===== config.mk =====
export PLATFORM = sky130hd
export DESIGN_NAME = fn2_arbiter
export DESIGN_NICKNAME = d
export VERILOG_FILES = /design/src/rtl/fn2_pkg.sv /design/src/rtl/fn2_unit.sv /design/src/rtl/fn2_arbiter.sv
export SDC_FILE = /design/constraint.sdc
export NUM_CORES = 1
export LEC_CHECK = 0
export ABC_AREA = 1
export ABC_CLOCK_PERIOD_IN_PS = 1500
export CAP_MARGIN = 0
export CORE_AREA = 5 5 42 44
export CTS_CLUSTER_SIZE = 16
export DETAILED_ROUTE_END_ITERATION = 16
export DIE_AREA = 0 0 47 49
export GPL_ROUTABILITY_DRIVEN = 0
export PLACE_DENSITY = 0.63
export SLEW_MARGIN = 0
export SYNTH_ARGS = -nofsm -noshare
export SYNTH_HDL_FRONTEND = slang
export SYNTH_SLANG_ARGS = --single-unit

===== constraint.sdc =====
create_clock -name clk -period 1.5 [get_ports clk]
set_input_delay 0.3 -clock clk [delete_from_list [all_inputs] [get_ports clk]]
set_output_delay 0.3 -clock clk [all_outputs]
set_load 0.01 [all_outputs]

===== src/rtl/fn2_pkg.sv =====
// Shared types and constants for the fn2 two-requester arbiter.
package fn2_pkg;

    typedef enum logic {
        ST_EMPTY = 1'b0,
        ST_FULL  = 1'b1
    } out_state_e;

    localparam int NUM_REQ   = 2;
    localparam int CNT_W_DEF = 8;

endpackage


===== src/rtl/fn2_unit.sv =====
// Combinational 2x2-bit function: a = {p,q}, b = {r,s}, c = {c1,c0}.
module fn2_unit (
    input  logic [1:0] a_i,
    input  logic [1:0] b_i,
    output logic [1:0] c_o
);

    logic p, q, r, s;

    assign p = a_i[1];
    assign q = a_i[0];
    assign r = b_i[1];
    assign s = b_i[0];

    assign c_o[1] = (~p & r & s) | (~p & q & r) | (p & ~r);
    assign c_o[0] = (p | q | s) & (q | r) & (~p | r);

endmodule


===== src/rtl/fn2_arbiter.sv =====
// Two-requester round-robin arbiter feeding fn2_unit into a one-entry output register.
// Optional per-requester grant counters are built when FN2_ARBITER_STATS_EN is defined.
//
// state    | meaning
// ---------+----------------------------------------------
// ST_EMPTY | no result held, any granted pair is accepted
// ST_FULL  | result held on out_c/out_id, out_valid high
module fn2_arbiter
    import fn2_pkg::*;
#(
    parameter int CNT_W = CNT_W_DEF
) (
    input  logic             clk,
    input  logic             rst,
    input  logic             req_valid_0,
    input  logic             req_valid_1,
    input  logic [1:0]       req_a_0,
    input  logic [1:0]       req_a_1,
    input  logic [1:0]       req_b_0,
    input  logic [1:0]       req_b_1,
    output logic             req_ready_0,
    output logic             req_ready_1,
    output logic             out_valid,
    output logic [1:0]       out_c,
    output logic             out_id,
`ifdef FN2_ARBITER_STATS_EN
    input  logic             stats_clr,
    output logic [CNT_W-1:0] grant_cnt_0,
    output logic [CNT_W-1:0] grant_cnt_1,
`endif
    input  logic             out_ready
);

    out_state_e         state_q, state_d;
    logic               last_grant_q, last_grant_d;
    logic [1:0]         out_c_q, out_c_d;
    logic               out_id_q, out_id_d;

    logic [NUM_REQ-1:0] grant;
    logic [NUM_REQ-1:0] ready;
    logic               can_accept;
    logic               in_xfer;
    logic [1:0]         sel_a, sel_b, fn_c;

    // With both valid, the requester that did not win last time is granted.
    assign grant[0] = req_valid_0 & (~req_valid_1 | last_grant_q);
    assign grant[1] = req_valid_1 & (~req_valid_0 | ~last_grant_q);

    assign can_accept = (state_q == ST_EMPTY) | out_ready;
    // Readies are forced low while reset is held, even though the state already reads EMPTY.
    assign ready      = grant & {NUM_REQ{can_accept & ~rst}};
    assign in_xfer    = |ready;

    assign sel_a = grant[1] ? req_a_1 : req_a_0;
    assign sel_b = grant[1] ? req_b_1 : req_b_0;

    fn2_unit u_fn2_unit (
        .a_i (sel_a),
        .b_i (sel_b),
        .c_o (fn_c)
    );

    always_comb begin
        state_d      = state_q;
        last_grant_d = last_grant_q;
        out_c_d      = out_c_q;
        out_id_d     = out_id_q;
        case (state_q)
            ST_EMPTY: begin
                if (in_xfer) state_d = ST_FULL;
            end
            ST_FULL: begin
                if (in_xfer)        state_d = ST_FULL;
                else if (out_ready) state_d = ST_EMPTY;
            end
            default: state_d = ST_EMPTY;
        endcase
        if (in_xfer) begin
            out_c_d      = fn_c;
            out_id_d     = ready[1];
            last_grant_d = ready[1];
        end
    end

    always_ff @(posedge clk or posedge rst) begin
        if (rst) begin
            state_q      <= ST_EMPTY;
            last_grant_q <= 1'b1;
            out_c_q      <= 2'b00;
            out_id_q     <= 1'b0;
        end else begin
            state_q      <= state_d;
            last_grant_q <= last_grant_d;
            out_c_q      <= out_c_d;
            out_id_q     <= out_id_d;
        end
    end

    assign req_ready_0 = ready[0];
    assign req_ready_1 = ready[1];
    assign out_valid   = (state_q == ST_FULL);
    assign out_c       = out_c_q;
    assign out_id      = out_id_q;

`ifdef FN2_ARBITER_STATS_EN
    logic [CNT_W-1:0] cnt_q [NUM_REQ];
    logic [CNT_W-1:0] cnt_d [NUM_REQ];

    // Clear wins over a same-cycle increment; counters stick at all-ones.
    always_comb begin
        for (int i = 0; i < NUM_REQ; i++) begin
            cnt_d[i] = cnt_q[i];
            if (stats_clr)
                cnt_d[i] = '0;
            else if (ready[i] && (cnt_q[i] != {CNT_W{1'b1}}))
                cnt_d[i] = cnt_q[i] + 1'b1;
        end
    end

    always_ff @(posedge clk or posedge rst) begin
        if (rst) begin
            for (int i = 0; i < NUM_REQ; i++) cnt_q[i] <= '0;
        end else begin
            for (int i = 0; i < NUM_REQ; i++) cnt_q[i] <= cnt_d[i];
        end
    end

    assign grant_cnt_0 = cnt_q[0];
    assign grant_cnt_1 = cnt_q[1];
`endif

endmodule


# == After elaboration in Yosys (flattened, before gate mapping) ==
# Index checks and enable logic that the tools add are counted.
# totals
register_bits,5
output_inout_bits,6
# op_classes
n_bitwise,27
reduce_logical,1
mux,6
# ops
operator,count
1-bit bitwise AND,10
1-bit OR,9
1-bit inverter,7
2-bit 2-to-1 mux,2
1-bit 2-to-1 mux,3
2-bit bitwise AND,1
1-bit case mux with 2 select lines,1
2-bit OR reduction,1

# == Depth between registers and ports, before layout ==
# depth
ltp_word,9
ltp_mapped,9
ltp_nobuf,9

# == Cells and area by module ==
# Synthesis repeated with hierarchy kept, for this count alone.
# hier_totals
hier_cells,57
hier_area_um2,366.6
# by_module_without_submodules
module,cells_each,instances,area_per_inst_um2,seq_area_each_um2
fn2_arbiter,45,1,320.3,126.4
fn2_unit,12,1,46.3,0.0

# == Worst setup path after synthesis ==
# OpenSTA, ideal clock, no wires.
# synth_timing
kind,register -> output
from,register last_grant_q
to,output req_ready_0
stages_incl_launch_ff,5
required_time_ns,1.200
slack_ns,0.332
t_arrival_ns,0.868
cell_sequence,dfstp_2 -> inv_1 -> nand2_1 -> nand2_1 -> nor2_1
# synth_between
elab_chain_cells,3
# synth_lines
item,line,text
from (decl),fn2_arbiter.sv:35,"logic last_grant_q, last_grant_d;"
from (signal assigned),fn2_arbiter.sv:93,last_grant_q <= last_grant_d;
1-bit OR,fn2_arbiter.sv:46,assign grant[0] = req_valid_0 & (~req_valid_1 | last_grant_q);
1-bit bitwise AND,fn2_arbiter.sv:46,
2-bit bitwise AND,fn2_arbiter.sv:51,assign ready = grant & {NUM_REQ{can_accept & ~rst}};
to (decl),fn2_arbiter.sv:21,"output logic req_ready_0,"
# No other way between the ends.

# == Worst setup path in the final report ==
# layout_timing
from,register last_grant_q
to,output req_ready_1
# layout_between
elab_chain_cells,4
# layout_lines
item,line,text
1-bit inverter,fn2_arbiter.sv:47,assign grant[1] = req_valid_1 & (~req_valid_0 | ~last_grant_q);
1-bit OR,fn2_arbiter.sv:47,
1-bit bitwise AND,fn2_arbiter.sv:47,
2-bit bitwise AND,fn2_arbiter.sv:51,
to (decl),fn2_arbiter.sv:22,"output logic req_ready_1,"
# No other way between the ends.

==> impl_metrics.ini <==
[run_status]
status = finished, final reports clean

[clocking]
clkLatencyLatePin_ns = 0.24
cts.htree.levels = 1
register_clock_pin_slew_on_the_reported_worst_setup_and_hold_paths_ns = 0.04
cts_buffers = 3
cts.sinks = 5
cts_root_buf = clkbuf_4
max-clock-path-buffers = 2
tritoncts = done

[worst_setup_path]
worst_r2r_path_depth = 9
worst_ep_required_time_ns = 1.20
endpoint_kind = primary output
worst_r2r_start = last_grant_q
timing.reg2reg.setup_slack_ns = 0.12
worst_ep_arrival_time_ns = 1.15
regToRegEndpoint = out_c[1]
worst-path-buf-inv = 2
timing.critical_path.fanout_max = 2
worstPathCellList = buf_4, nand2_2, nand2_4, nor2_4, buf_6
timing.critical_path.slowest_stage_cell = dfstp_2
setup.worst_path.start_class = flop
timing.critical_path.max_delay_family = flip-flops
criticalPathCategory = flop to primary output
critPathMaxStageDelay_ns = 0.53

[place]
numPortBuffers = 18
hpwl_um = 714
dp_worst_setup_slack_ns = -0.492

[logic_synthesis]
syn-instance-count = 57
synth_top_family_by_area = simple AND/OR/NAND/NOR gates
netlist_area_um2 = 360
synth-seq-area-share_pct = 35.1
yosysTopAreaCellShare_pct = 27.8
ys_seq_elements = 5
post_synth_mux_area_share_pct = 0
synth_top_cell_by_area = dfrtp_1
synth_adder_area_share_pct = 0
synth_simple_gate_area_share_pct = 47.9
synth_compound_gate_area_share_pct = 6.60
synth_fp_nets = 70
yosys_warnings = 0
synth_area_leaders = dfrtp_1 (28%), nand2_1 (24%), nor2_1 (9.4%)
post_synth_xor_area_fraction_pct = 0
post_synth_num_cell_types = 12
postSynthAreaPerCell_um2 = 6.32

[power]
internal-power_uw = 443
p_leak_nw = 0.335
switch_share_pct = 31.7
pwr-share-clk_pct = 23.5
cellPowerDensity_mw_per_mm2 = 980
power_frac_seq_pct = 30.7
vdd.ir_drop.worst_mv = 0.375
power_frac_comb_pct = 45.9
power.switching_uw = 205

[global_route]
first_global_vias = 410
grt_antenna_before_repair = 0
grt_pass1_wl_um = 1460
grt_remaining_overflow = 0
track_usage_pct = 9.05
grt_max_degree = 8

[timing]
setup_slack_ns = 0.0469
final.period_utilization_pct = 96.9
max_clock_freq_mhz = 688
timing.final.hold_violations = 0
grt_setup_unrepaired = true
maxSlewViolCount = 0
clock-skew-final_ns = 0.00288
timing.final.crit_period_ns = 1.45
worst_hold_slack_ns = 0.179
tightestPinTransition_ns = 0.151
finalSetupViolations = 0
maxSlewHeadroom_pct = 89.8

[route]
detailedRoute.firstIterationViolations = 5
detail_route.drc_violations = 0
avgViaCountPerCell = 4.26
drt_first_pass_iters = 3
finalWirelength_um = 849
wire_per_inst_um = 8.32
drtAntennaViolNets = 0
vias = 435

[cells_and_area]
final_net_count = 100
antennaDiodeCount = 0
post_route_cells_drive_above_1_share_pct = 26.7
syn2layout_area_growth_pct = 83.7
fillers = 178

[floorplanning]
die_height_um = 49
row_count = 14
floorplan.die.width_um = 47
start_util_pct = 25.7
pin_count = 19
dieArea_mm2 = 0.00230
design.core.area_mm2 = 0.00140

[run]
maxCapViolations = 0

[hold_path]
worst_hold_class = primary input to asynchronous set/reset pin
==> worst register-to-register path: cells and delay by family, from the launching register on <==
kind / cells / cell delay [ns]
flip-flops: 1 / 0.53
AND/OR/NAND/NOR: 7 / 0.48
buffers and inverters: 2 / 0.26
==> synth_stat cells <==
cell,instances
nand2_4,1
dfstp_2,1
nand2_1,23
dfrtp_1,4
inv_1,7
o21ai_0,3
buf_6,1
nand3b_1,2
nor2_1,9
nand3_1,4
nand2_2,1
a21oi_2,1
==> registers in the layout, summed over array words and instances, names as in the netlist <==
register / flops
out_valid: 1
last_grant_q: 1
out_c: 2
out_id: 1
==> cell type report <==
class                   instances  area [um^2]  share of cell area, %
multi-input cells              44          220                   33.3
flip-flops and latches          5          126                   19.1
repair buffers                 26          243                   36.7
inverters                       7         26.3                   3.97
well taps                      16         20.0                   3.02
clock buffers                   4         26.3                   3.97
==> cells by family after synthesis <==
| family | Yosys count |
|---|---|
| buffers and inverters | 8 |
| AOI/OAI and AO/OA | 4 |
| and+or+nand+nor | 40 |
| DFF | 5 |
==> placed cells by master (no fill, tap or decap) <==
master / count
nand2_1: 22
clkdlybuf4s50_1: 13
buf_4: 7
inv_1: 6
nor2_1: 6
nand3_1: 4
dfrtp_1: 4
clkbuf_4: 3
dlygate4sd2_1: 3
buf_6: 3
nand2_2: 2
nand3b_1: 2
nor2_4: 2
o21ai_0: 2
nand2_4: 1
inv_2: 1
o21ai_2: 1
a21oi_2: 1
nor2_2: 1
clkbuf_1: 1
dfstp_2: 1
==> power groups by stage <==
stage / clock network (mW) / logic (mW) / registers, mW
floorplan: 0 / 0.112 / 0.214
global placement: 0 / 0.278 / 0.199
detailed placement: 0 / 0.281 / 0.200
CTS: 0.162 / 0.295 / 0.199
global route: 0.168 / 0.333 / 0.205
finish: 0.152 / 0.298 / 0.199
==> per-layer routing <==
metal	global-route usage, %	wire length [um]	part of all wire, %	up-vias
met5	0	0	0	-
met4	12.4	52	6.1	0
met3	0	96	11	4
met2	13.1	366	43	19
met1	9.56	333	39	179
li1	-	-	-	233
==> stage by stage <==
stage,power [mW],std cells,cell area [um^2],utilization (%),TNS (ns)
after floorplan,0.326,57,360,-,0
final,0.649,102,662,47.2,0
after CTS,0.655,102,652,46.5,0
after detailed placement,0.481,97,602,42.9,-1.29
after global routing,0.706,102,662,47.2,-0.0108
after global placement,0.477,97,602,42.9,-1.25
==> what timing repair did <==
item / 4_1_cts / 5_1_grt
hold buffers: 0 / 0
endpoints found under the setup margin: 2 / 4
resized for setup: 19 / 4
setup buffers: 1 / 0
pin swaps: 2 / 1
hold endpoints to repair: 0 / 0
==> how the worst max path moves through the flow <==
| stage | start | to | slack [ns] | cells after the start |
|---|---|---|---|---|
| 6_report | last_grant_q | req_ready_1 | 0.05 | 5 |
| 5_1_grt | last_grant_q | req_ready_1 | -0.007 | 5 |
| 4_1_cts | last_grant_q | req_ready_0 | 0.02 | 5 |
| 3_5_place_dp | out_ready | req_ready_1 | -0.49 | 5 |
| 3_3_place_gp | out_ready | req_ready_1 | -0.49 | 5 |
| 2_1_floorplan | last_grant_q | req_ready_0 | 0.33 | 4 |
(Power assumes the default switching activity.)
